--- config.mk ---
export PLATFORM = sky130hd
export DESIGN_NAME = sdram_dl_writer
export DESIGN_NICKNAME = d
export VERILOG_FILES = /design/src/rtl/sdram_dl_writer.sv
export SDC_FILE = /design/constraint.sdc
export NUM_CORES = 1
export LEC_CHECK = 0
export CORE_MARGIN = 2
export CORE_UTILIZATION = 60
export CTS_BUF_LIST = sky130_fd_sc_hd__clkbuf_8
export CTS_CLUSTER_SIZE = 12
export DETAILED_ROUTE_END_ITERATION = 10
export GPL_TIMING_DRIVEN = 0
export PLACE_DENSITY = 0.82
export SYNTH_ARGS = -nofsm -noshare
export SYNTH_HDL_FRONTEND = slang
export SYNTH_SLANG_ARGS = --single-unit
--- constraint.sdc ---
create_clock -name clk -period 3.5 [get_ports clk]
set_clock_uncertainty 0.05 [all_clocks]
set_input_delay 0.525 -clock clk [delete_from_list [all_inputs] [get_ports clk]]
set_output_delay 0.525 -clock clk [all_outputs]
set_load 0.02 [all_outputs]
--- src/rtl/sdram_dl_writer.sv ---
// Byte-stream download to SDRAM ch3 write adapter: coalesces bytes into 16-bit
// words with byte enables, buffers them and issues them over the toggle req/ack channel.
//
// state  | meaning
// S_IDLE | no request outstanding; issue FIFO head when non-empty
// S_WAIT | request toggled, outputs held until sdr_ack matches sdr_req
module sdram_dl_writer #(
  parameter int FIFO_DEPTH    = 4,
  parameter int FLUSH_TIMEOUT = 16
) (
  input  logic        clk,
  input  logic        reset,
  input  logic        dl_wr,
  input  logic [26:0] dl_addr,
  input  logic [7:0]  dl_data,
  input  logic        dl_end,
  output logic        dl_wait,
  output logic [26:0] sdr_addr,
  output logic [15:0] sdr_din,
  output logic [1:0]  sdr_be,
  output logic        sdr_rnw,
  output logic        sdr_req,
  input  logic        sdr_ack,
  output logic        busy,
  output logic        overflow
);
  localparam int AW = $clog2(FIFO_DEPTH);
  localparam int TW = $clog2(FLUSH_TIMEOUT + 1);
  localparam logic [AW:0]   CNT_FULL = (AW+1)'(FIFO_DEPTH);
  localparam logic [AW:0]   CNT_WAIT = (AW+1)'(FIFO_DEPTH - 1);
  localparam logic [TW-1:0] TMO_LOAD = TW'(FLUSH_TIMEOUT);
  localparam logic [TW-1:0] TMO_LAST = TW'(1);

  typedef enum logic {S_IDLE, S_WAIT} state_t;
  state_t state, state_nxt;

  logic [25:0]   hold_addr, n_hold_addr;
  logic [15:0]   hold_data, n_hold_data;
  logic [1:0]    hold_be, n_hold_be;
  logic          hold_v, n_hold_v;
  logic          flush_pend, n_flush_pend;
  logic [TW-1:0] tmo_cnt;

  logic [25:0] fifo_addr [FIFO_DEPTH];
  logic [15:0] fifo_data [FIFO_DEPTH];
  logic [1:0]  fifo_be   [FIFO_DEPTH];
  logic [AW-1:0] wr_ptr, rd_ptr;
  logic [AW:0]   count, count_nxt;

  logic        push, push_ok, pop, issue;
  logic [25:0] push_addr;
  logic [15:0] push_data;
  logic [1:0]  push_be;

  logic        lane, same_word, tmo_hit, flush_now;
  logic [15:0] base_data, m_data;
  logic [1:0]  base_be, m_be;

  assign sdr_rnw   = 1'b0;
  assign lane      = dl_addr[0];
  assign same_word = hold_v && (hold_addr == dl_addr[26:1]);
  assign tmo_hit   = hold_v && !dl_wr && (tmo_cnt == TMO_LAST);
  assign flush_now = dl_end || flush_pend || tmo_hit;

  // Byte merged into the held word when addresses match, else into an empty word
  always_comb begin
    base_data = same_word ? hold_data : 16'h0000;
    base_be   = same_word ? hold_be : 2'b00;
    m_data    = lane ? {dl_data, base_data[7:0]} : {base_data[15:8], dl_data};
    m_be      = base_be | (lane ? 2'b10 : 2'b01);
  end

  always_comb begin
    n_hold_addr  = hold_addr;
    n_hold_data  = hold_data;
    n_hold_be    = hold_be;
    n_hold_v     = hold_v;
    n_flush_pend = 1'b0;
    push         = 1'b0;
    push_addr    = hold_addr;
    push_data    = hold_data;
    push_be      = hold_be;
    if (dl_wr) begin
      n_hold_addr = dl_addr[26:1];
      n_hold_data = m_data;
      n_hold_be   = m_be;
      n_hold_v    = 1'b1;
      if (same_word && !hold_be[lane]) begin
        push      = 1'b1;
        push_data = m_data;
        push_be   = m_be;
        n_hold_v  = 1'b0;
      end else if (hold_v && !same_word) begin
        push = 1'b1;
      end
    end
    // A flush that collides with an eviction push is deferred one cycle
    if (flush_now && n_hold_v) begin
      if (push) begin
        n_flush_pend = 1'b1;
      end else begin
        push      = 1'b1;
        push_addr = n_hold_addr;
        push_data = n_hold_data;
        push_be   = n_hold_be;
        n_hold_v  = 1'b0;
      end
    end
  end

  always_ff @(posedge clk) begin
    if (reset) begin
      hold_addr  <= '0;
      hold_data  <= '0;
      hold_be    <= '0;
      hold_v     <= 1'b0;
      flush_pend <= 1'b0;
      tmo_cnt    <= '0;
    end else begin
      hold_addr  <= n_hold_addr;
      hold_data  <= n_hold_data;
      hold_be    <= n_hold_be;
      hold_v     <= n_hold_v;
      flush_pend <= n_flush_pend;
      if (dl_wr)
        tmo_cnt <= TMO_LOAD;
      else if (!hold_v)
        tmo_cnt <= '0;
      else if (tmo_cnt != '0)
        tmo_cnt <= tmo_cnt - TMO_LAST;
    end
  end

  assign push_ok   = push && (count != CNT_FULL);
  assign count_nxt = count + (AW+1)'(push_ok) - (AW+1)'(pop);

  always_ff @(posedge clk) begin
    if (push_ok) begin
      fifo_addr[wr_ptr] <= push_addr;
      fifo_data[wr_ptr] <= push_data;
      fifo_be[wr_ptr]   <= push_be;
    end
  end

  always_ff @(posedge clk) begin
    if (reset) begin
      wr_ptr   <= '0;
      rd_ptr   <= '0;
      count    <= '0;
      dl_wait  <= 1'b0;
      overflow <= 1'b0;
      busy     <= 1'b0;
    end else begin
      if (push_ok) wr_ptr <= wr_ptr + 1'b1;
      if (pop)     rd_ptr <= rd_ptr + 1'b1;
      count   <= count_nxt;
      dl_wait <= (count_nxt >= CNT_WAIT);
      if (push && !push_ok) overflow <= 1'b1;
      busy    <= hold_v || (count != '0) || (state == S_WAIT);
    end
  end

  always_comb begin
    state_nxt = state;
    issue     = 1'b0;
    pop       = 1'b0;
    case (state)
      S_IDLE: if (count != '0) begin
        issue     = 1'b1;
        state_nxt = S_WAIT;
      end
      S_WAIT: if (sdr_ack == sdr_req) begin
        pop       = 1'b1;
        state_nxt = S_IDLE;
      end
      default: state_nxt = S_IDLE;
    endcase
  end

  // sdr_req reloads from sdr_ack so reset never leaves a request pending
  always_ff @(posedge clk) begin
    if (reset) begin
      state    <= S_IDLE;
      sdr_req  <= sdr_ack;
      sdr_addr <= '0;
      sdr_din  <= '0;
      sdr_be   <= '0;
    end else begin
      state <= state_nxt;
      if (issue) begin
        sdr_addr <= {fifo_addr[rd_ptr], 1'b0};
        sdr_din  <= fifo_data[rd_ptr];
        sdr_be   <= fifo_be[rd_ptr];
        sdr_req  <= ~sdr_req;
      end
    end
  end
endmodule

# [Word-level counts from Yosys, hierarchy flattened]
# Memory sizes are Yosys's and may differ from the RTL's. A register that Yosys moved wholly into a read port is not among the register bits.
# Index checks and enable logic that the tools add are counted.
# W data, S select, Z words.
[word_totals] regBits=63 ram_bits=176 in_bits=40 n_memories=3
[op_classes] add_sub_neg=5 magnitude_cmp=2 eq_ne=5 n_mux=41 n_bitwise=5 n_reduce_logical=21
[mem_list] name="fifo_addr" depth=4 word_bits=26 rd=1 rd_clocked_by_memory_dff=1 wr=1 line_no="44" source="logic [25:0] fifo_addr [FIFO_DEPTH];"
[mem_list] name="fifo_data" depth=4 word_bits=16 rd=1 rd_clocked_by_memory_dff=1 wr=1 line_no="45" source="logic [15:0] fifo_data [FIFO_DEPTH];"
[mem_list] name="fifo_be" depth=4 word_bits=2 rd=1 rd_clocked_by_memory_dff=1 wr=1 line_no="46" source="logic [1:0] fifo_be [FIFO_DEPTH];"
[op_table] operator="$mux W16" n=7
[op_table] operator="$mux W26" n=3
[op_table] operator="$eq A26 B26 Y1" n=1
[op_table] operator="$mux W1" n=20
[op_table] operator="$mux W5" n=3
[op_table] operator="$mux W2" n=7
[op_table] operator="$logic_and A1 B1 Y1" n=8
[op_table] operator="$eq A5 B1 Y1 const B" n=1
[op_table] operator="$reduce_bool A5 Y1" n=1
[op_table] operator="$sub A5 B1 Y5 const B" n=1
[op_table] operator="$add A2 B1 Y2 const B" n=2
[op_table] operator="$logic_not A1 Y1" n=4
[op_table] operator="$logic_or A1 B1 Y1" n=4
[op_table] operator="$not A1 Y1" n=4
[op_table] operator="$add A3 B1 Y3" n=1
[op_table] operator="$ge A3 B2 Y1 const B" n=1
[op_table] operator="$ne A3 B2 Y1 const B" n=1
[op_table] operator="$ne A3 B3 Y1 const B" n=1
[op_table] operator="$reduce_bool A3 Y1" n=1
[op_table] operator="$reduce_or A3 Y1" n=1
[op_table] operator="$sub A3 B1 Y3" n=1
[op_table] operator="$lt A1 B2 Y1 const B" n=1
[op_table] operator="$or A2 B2 Y2" n=1
[op_table] operator="$pmux W1 S2" n=1
[op_table] operator="3 further kinds" n=3

# [Depth between registers and ports, before layout]
# Gate-level depths: netlist of the first run.
[depth] depth_word=12 mapped_depth=14

# [Worst setup path after synthesis of the first run]
# No wires, ideal clock.
[synth_path] path_kind="input -> register" startpoint="in dl_wr" endpoint="mem fifo_addr[2][0] (enable)" arrival_ps=2763 setup_slack_ps=281 path_stages=7 n_path_buf=1 cell_sequence="clkbuf_1 -> inv_1 -> a41o_1 -> nor2_1 -> a21o_1 -> a211oi_2 -> and2_1"
[synth_via] elab_chain_cells=9
[synth_rtl] item="start: declaration" line_no="13" source="input logic dl_wr,"
[synth_rtl] item="$logic_not A1 Y1" line_no="62" source="assign tmo_hit = hold_v && !dl_wr && (tmo_cnt == TMO_LAST);"
[synth_rtl] item="$logic_and A1 B1 Y1 (2 in series)" line_no="62"
[synth_rtl] item="$logic_or A1 B1 Y1" line_no="63" source="assign flush_now = dl_end || flush_pend || tmo_hit;"
[synth_rtl] item="$logic_and A1 B1 Y1" line_no="98" source="if (flush_now && n_hold_v) begin"
[synth_rtl] item="$mux W1 *" line_no="98"
[synth_rtl] item="$logic_and A1 B1 Y1 *" line_no="134" source="assign push_ok = push && (count != CNT_FULL);"
[synth_rtl] item="$mux W1 *" line_no="138" source="if (push_ok) begin"
[synth_rtl] item="$mux W1 (not written as such) *" line_no="139" source="fifo_addr[wr_ptr] <= push_addr;"
[synth_rtl] item="end: declaration" line_no="44"
# Mark *: on every way between the ends. The rest lies on a longest branch, timed or not.

# [Worst setup path after layout of the first run]
[layout_path] startpoint="in dl_addr[0]" endpoint="reg dl_wait"
[layout_via] elab_chain_cells=12
[layout_rtl] item="start: declaration" line_no="14" source="input logic [26:0] dl_addr,"
[layout_rtl] item="$mux W1 (not written as such) * (2 in series)" line_no="88" source="if (same_word && !hold_be[lane]) begin"
[layout_rtl] item="$logic_not A1 Y1 *" line_no="88"
[layout_rtl] item="$logic_and A1 B1 Y1 *" line_no="88"
[layout_rtl] item="$mux W1" line_no="88"
[layout_rtl] item="$mux W1" line_no="83" source="if (dl_wr) begin"
[layout_rtl] item="$logic_and A1 B1 Y1" line_no="98"
[layout_rtl] item="$mux W1 *" line_no="98"
[layout_rtl] item="$logic_and A1 B1 Y1 *" line_no="134"
[layout_rtl] item="$add A3 B1 Y3 *" line_no="135" source="assign count_nxt = count + (AW+1)'(push_ok) - (AW+1)'(pop);"
[layout_rtl] item="$sub A3 B1 Y3 *" line_no="135"
[layout_rtl] item="$ge A3 B2 Y1 *" line_no="157" source="dl_wait <= (count_nxt >= CNT_WAIT);"
[layout_rtl] item="end signal: assignment" line_no="157"
[layout_rtl] item="end: declaration" line_no="17" source="output logic dl_wait,"
# Mark *: on every way between the ends. The rest lies on a longest branch, timed or not. The select of a mux whose other input is x is not followed.
# A chain may end at the register's enable or synchronous reset.

==> results.yml, run 1 <==
sta:
  final_hold_viol_count: 0
  finalCritPeriodShare_pct: 93.3
  slew_viol_final: 0
  setup_tns_ns: 0
  setup_viol: 0
  rsz0062_at_grt: "false"
  fmax_ghz: 0.306
  holdWs_ns: 0.402
  max-slew-margin-rel_pct: 38.7
  period_needed_ns: 3.26
  tightest_slew_ns: 0.915
flow_run:
  maxCapViolations: 0
place:
  hpwlAfterDp_um: 15800
  place.gp.congestion: 0.845
  place_inst: 1112
  io_buffers: 86
routing:
  dr.pass1.iters: 6
  wl_met2_um: 12300
  routed_wl_um: 23900
  drc: 0
  dr_wl_met3_um: 1400
  wl_met1_um: 9660
  highest_layer: "met4"
  num_vias: 6899
  wire_per_inst_um: 20.0
  drtIter0Drc: 707
  vias_per_cell: 5.77
  ant_nets: 0
synth:
  yosys-top-cells-area: "edfxtp_1 (47%), dfxtp_1 (19%), mux4_2 (8.8%), nand2_1 (3.5%), mux2i_1 (2.5%)"
  yosys.area_share.simple_pct: 7.60
  syn_avg_cell_area_um2: 14.3
  synth_edf_count: 177
  async_reset_ff_share_pct: 0
  synth_fa_ha_area_share_pct: 1.18
  syn_area_mm2: 0.0112
  synth_cells: 787
  synth_seq_cells: 283
  synth_top_family_by_area: "multiplexers"
  yosysTopAreaCellShare_pct: 47.4
  synth_mux_area_share_pct: 14.0
  synth_seq_area_share_pct: 66.3
  ys_dominant_reg_cell: "edfxtp_1"
  yosysUniqueCellTypes: 44
  synth-compound-area-share_pct: 5.98
  synth-warning-count: 0
  synth-xor-area-share_pct: 2.65
  yosys.area.top_type: "edfxtp_1"
layout:
  antenna_cells: 0
  final_layout_size_suffix_gt1_share_pct: 14.8
  final_common_cell: "edfxtp_1"
  syn_to_final_growth_pct: 18.7
  mostFrequentLayoutCells: "edfxtp_1 (177), nand2_1 (106), dfxtp_1 (106)"
  n_fill_cell: 1210
  final_nets: 975
  finalNonFillerCells: 1196
worst_setup_path:
  cp_max_fo: 7
  crit_required_ns: 3.88
  cp-start-kind: "input pin"
  cp.arrival_ns: 3.64
  critPathCaptureType: "flip-flop"
  critical_path_class: "in -> reg"
  path_cells: "clkdlybuf4s50_1 > mux2i_1 > nor2_1 > a21o_1 > a211oi_2 > inv_1 > ha_1 > inv_1 > ha_1 > fa_1 > xnor2_1 > nor2_1 > a21o_1"
  slowest_stage: "clkdlybuf4s50_1"
  cpPeakStageDelay_ns: 0.60
clock_tree:
  clkLatencyLatePin_ns: 0.54
  clk_path_buf_depth: 3
  cts_buffers: 45
  clk_pin_slew_ns: 0.06
  clock-sinks: 283
  clockRootBuffer: "clkbuf_8"
  h-tree-depth: 2
  cts_tree: "built"
  postCtsHoldBufs: 0
power_and_ir_drop:
  clockPowerShare_pct: 28.1
  ir_drop_mv: 0.399
  combinationalPowerShare_pct: 26.0
  p_int_mw: 6.36
  p_switching_mw: 2.75
  power.density_mw_per_mm2: 684
  pwr-share-seq_pct: 45.9
  p_leak_nw: 4.85
  switching_share_pct: 30.2
global_routing:
  grt_pass1_vias: 6923
  antenna_found_initial: 0
  track_usage_pct: 24.4
  grt_pass1_wl_um: 36900
  overflow: 0
  grt_start_max_net_pins: 34
die:
  core-area_mm2: 0.0185
  start_util_pct: 60.6
  die_h_um: 141
  row_count: 50
  ios: 90
  die_w_um: 141
  die-area_mm2: 0.0198
run_status:
  status: "completed"
min_path:
  hold_path.class: "reg -> reg"
[cells in the mapped netlist (4+ instances only)]
cell type,n
mux2_1,20
a21o_1,5
edfxtp_1,177
buf_1,6
a21oi_1,49
o21ai_0,5
and2_1,8
nor3_1,8
xor2_1,27
xnor2_1,7
mux2_2,7
mux4_2,44
ha_1,9
a22o_1,16
nor4_1,4
nand2_1,106
dfxtp_1,106
a22oi_1,16
inv_1,11
buf_4,4
mux2i_1,28
nor2_1,63
buf_2,7
clkbuf_1,26
[final cells by class]
| cell class | count | area (um2) | share of cell area (%) |
|---|---|---|---|
| timing repair buffer | 90 | 941 | 7.06 |
| inverter | 12 | 45.0 | 0.338 |
| tap | 234 | 293 | 2.20 |
| clock inverter | 32 | 129 | 0.967 |
| buffer | 45 | 208 | 1.56 |
| clock buffer | 52 | 716 | 5.37 |
| sequential | 283 | 7440 | 55.8 |
| multi-input combinational | 448 | 3550 | 26.7 |
[kinds of logic after synthesis]
group	count (synthesis)
xor gates and xnor gates	34
other	1
AOI/OAI and AO/OA	102
muxes	99
buffers and inverters	57
adders and majority gates	10
and+or+nand+nor	201
DFF	283
[power groups by stage]
| stage | registers [mW] | logic (mW) | clock network, mW |
|---|---|---|---|
| 5_1_grt | 4.22 | 2.55 | 2.74 |
| 6_report | 4.18 | 2.37 | 2.56 |
| 3_5_place_dp | 4.24 | 2.38 | 0 |
| 3_3_place_gp | 4.23 | 2.30 | 0 |
| 2_1_floorplan | 4.47 | 1.19 | 0 |
| 4_1_cts | 4.18 | 2.39 | 2.60 |
[final timing paths]
path,startpoint,endpoint,slack [ns],cells after the start
max,dl_addr[0],dl_wait$_SDFF_PP0_,0.24,13
max reg2reg,hold_addr[12]$_SDFF_PP0_,dl_wait$_SDFF_PP0_,0.38,13
min reg2reg,sdr_addr[12]$_SDFFE_PP0P_,sdr_addr[12]$_SDFFE_PP0P_,0.40,2
min,sdr_addr[12]$_SDFFE_PP0P_,sdr_addr[12]$_SDFFE_PP0P_,0.40,2
[timing repair]
| item | in CTS | in global routing |
|---|---|---|
| endpoints found under the setup margin | 0 | 1 |
| setup buffers | 0 | 0 |
| gates resized for setup | 0 | 2 |
[metal layers]
| layer | up-vias | track usage (%) |
|---|---|---|
| met1 | 3408 | 31.0 |
| met3 | 49 | 3.57 |
| met4 | 0 | 8.58 |
| li1 | 3181 | - |
| met2 | 261 | 43.3 |
| met5 | - | 0 |
[critical path: cells and delay by family]
kind	cells	cell delay, ns
buffers and inverters	3	0.73
xor gates and xnor gates	1	0.17
and+or+nand+nor	2	0.18
AOI/OAI and AO/OA	3	0.82
adders and majority gates	3	0.86
muxes	1	0.35
[through the flow]
step	power [mW]	util [%]	cell area, um2	worst slack (ns)
after detailed placement	6.62	67.3	12500	-0.522
final	9.11	71.9	13300	0.236
after global routing	9.51	71.9	13300	0.0525
after floorplan	5.66	-	11200	0.281
after CTS	9.17	71.9	13300	0.0362
after global placement	6.53	66.9	12400	-1.19
[sequential cells by signal (all words and copies together) (netlist names)]
name	flops
hold_data	16
wr_ptr	2
fifo_data	64
sdr_req	1
state	1
busy	1
rd_ptr	2
sdr_addr	26
tmo_cnt	5
sdr_din	16
hold_be	2
overflow	1
hold_addr	26
hold_v	1
sdr_be	2
fifo_addr	104
fifo_be	8
flush_pend	1
dl_wait	1
count	3
(Power assumes the default switching activity.)
==> inputs of run 2 (changes only) <==
--- a/config.mk
+++ b/config.mk
@@ -6,12 +6,12 @@
 export NUM_CORES = 1
 export LEC_CHECK = 0
 export CORE_MARGIN = 2
-export CORE_UTILIZATION = 60
+export CORE_UTILIZATION = 35
 export CTS_BUF_LIST = sky130_fd_sc_hd__clkbuf_8
 export CTS_CLUSTER_SIZE = 12
 export DETAILED_ROUTE_END_ITERATION = 10
 export GPL_TIMING_DRIVEN = 0
-export PLACE_DENSITY = 0.82
+export SLEW_MARGIN = 20
 export SYNTH_ARGS = -nofsm -noshare
 export SYNTH_HDL_FRONTEND = slang
 export SYNTH_SLANG_ARGS = --single-unit
==> results.yml, run 2 (synthesis gave the netlist of run 1 again) <==
clock_tree:
  post-cts-setup-buffers: 0
  postCtsHoldBufs: 0
  clk_pin_slew_ns: 0.06
  clk_path_buf_depth: 3
  h-tree-depth: 2
  clock-sinks: 283
  clkLatencyLatePin_ns: 0.55
  clockRootBuffer: "clkbuf_8"
  cts_buffers: 48
  cts_tree: "built"
routing:
  ant_nets: 0
  drc: 0
  drtIter0Drc: 434
  num_vias: 6688
  wire_per_inst_um: 18.5
  vias_per_cell: 4.89
  routed_wl_um: 25300
  dr.pass1.iters: 5
die:
  die_w_um: 183
  die-area_mm2: 0.0335
  start_util_pct: 35.6
  row_count: 65
  ios: 90
  die_h_um: 183
  core-area_mm2: 0.0316
worst_setup_path:
  path_cells: "clkdlybuf4s50_1 > xor2_1 > nor4_2 > nand4_2 > nor2_4 > a211oi_4 > inv_1 > ha_1 > inv_1 > ha_1 > fa_1 > xnor2_1 > nor2_1 > a21o_1"
  critical_path_class: "in -> reg"
  slowest_stage: "clkdlybuf4s50_1"
  cpPeakStageDelay_ns: 0.52
  cp_max_fo: 9
  cp-start-kind: "input pin"
  critPathCaptureType: "flip-flop"
  crit_required_ns: 3.88
  worst-path-buf-inv: 3
  cp.arrival_ns: 3.72
  cp_top_family: "simple AND/OR/NAND/NOR gates"
sta:
  setup_viol: 0
  finalCritPeriodShare_pct: 95.5
  holdWs_ns: 0.403
  period_needed_ns: 3.34
  tightest_slew_ns: 1.06
  rsz0062_at_grt: "false"
  fmax_ghz: 0.299
  slew_viol_final: 0
  max-slew-margin-rel_pct: 29.2
  final_hold_viol_count: 0
layout:
  final_nets: 978
  mostFrequentLayoutCells: "edfxtp_1 (177), nand2_1 (106), dfxtp_1 (106)"
  fin_area_mm2: 0.0137
  final_layout_size_suffix_gt1_share_pct: 15.3
  finalNonFillerCells: 1369
  n_fill_cell: 2933
  final_common_cell: "edfxtp_1"
  largest_register_ffs: 104
  postLayoutCoreUtil_pct: 43.3
  syn_to_final_growth_pct: 21.7
  top_register: "fifo_addr"
  reg.largest.list: "fifo_addr (104), fifo_data (64)"
place:
  hpwlAfterDp_um: 16700
  place_inst: 1280
  place_area_mm2: 0.0127
  place.gp.congestion: 0.762
  io_buffers: 86
min_path:
  hold_path.class: "reg -> reg"
flow_run:
  maxCapViolations: 0
global_routing:
  track_usage_pct: 15.3
  overflow: 0
  grt_start_max_net_pins: 36
  grt_pass1_vias: 6768
  grt_pass1_wl_um: 38900
  antenna_found_initial: 2
power_and_ir_drop:
  p_leak_nw: 4.89
  power.density_mw_per_mm2: 685
  ir_drop_mv: 0.277
run_status:
  status: "completed"
run 2: changes by cell type in the layout (fill, tap and decap cells not counted), sizes merged:
| cell | delta |
|---|---|
| bufinv | +1 |
| diode | +1 |
| clkbuf | +5 |
| inv | -2 |
run 2: power by group:
part	internal, mW	switching (mW)	total (mW)
sequential	3.98	0.186	4.17
combinational	1.03	1.35	2.38
clock	1.55	1.26	2.80
total	6.56	2.80	9.35
run 2: stage by stage:
step           total power, mW  TNS [ns]  worst slack [ns]
2_1_floorplan             5.66         0             0.281
3_3_place_gp              6.63   -283.16             -1.51
3_5_place_dp              6.67    -28.74            -0.598
4_1_cts                   9.48         0            0.0688
5_1_grt                   9.84         0            0.0242
6_report                  9.35         0             0.157
run 2: worst paths after layout:
path | endpoint | startpoint | slack (ns) | depth (start not counted)
worst max-delay path | dl_wait$_SDFF_PP0_ | dl_addr[4] | 0.16 | 14
worst min-delay path | sdr_addr[4]$_SDFFE_PP0P_ | sdr_addr[4]$_SDFFE_PP0P_ | 0.40 | 2
worst max register to register | dl_wait$_SDFF_PP0_ | hold_addr[5]$_SDFF_PP0_ | 0.37 | 13
worst min register to register | sdr_addr[4]$_SDFFE_PP0P_ | sdr_addr[4]$_SDFFE_PP0P_ | 0.40 | 2
run 2: final cells by class:
type	instances	area [um2]	area share (%)
Multi-Input combinational cell	448	3570	26.1
Timing Repair Buffer	90	956	7.00
Clock inverter	31	150	1.10
Tap cell	402	503	3.68
Inverter	12	45.0	0.330
Buffer	45	208	1.52
Antenna cell	1	2.50	0.0183
Clock buffer	57	785	5.74
Sequential cell	283	7440	54.5
run 2: what timing repair did:
item                                    in CTS  in global routing
hold endpoints to repair                     0                  0
endpoints found under the setup margin       1                  1
gates resized for setup                      1                  3
pin swaps                                    0                  0
run 2: layer usage:
metal	part of all wire, %	up-vias	track usage [%]
met5	0.051	-	0
met4	1.5	2	3.81
met3	4.9	35	3.42
met2	49	147	25.7
met1	45	3317	20.1
li1	-	3187	-
run 2: tightest hold or removal path: cells and delay by family, from the launching register on:
kind	cells	cell delay, ns
AOI/OAI and AO/OA	1	0.05
and+or+nand+nor	1	0.05
DFF	1	0.31
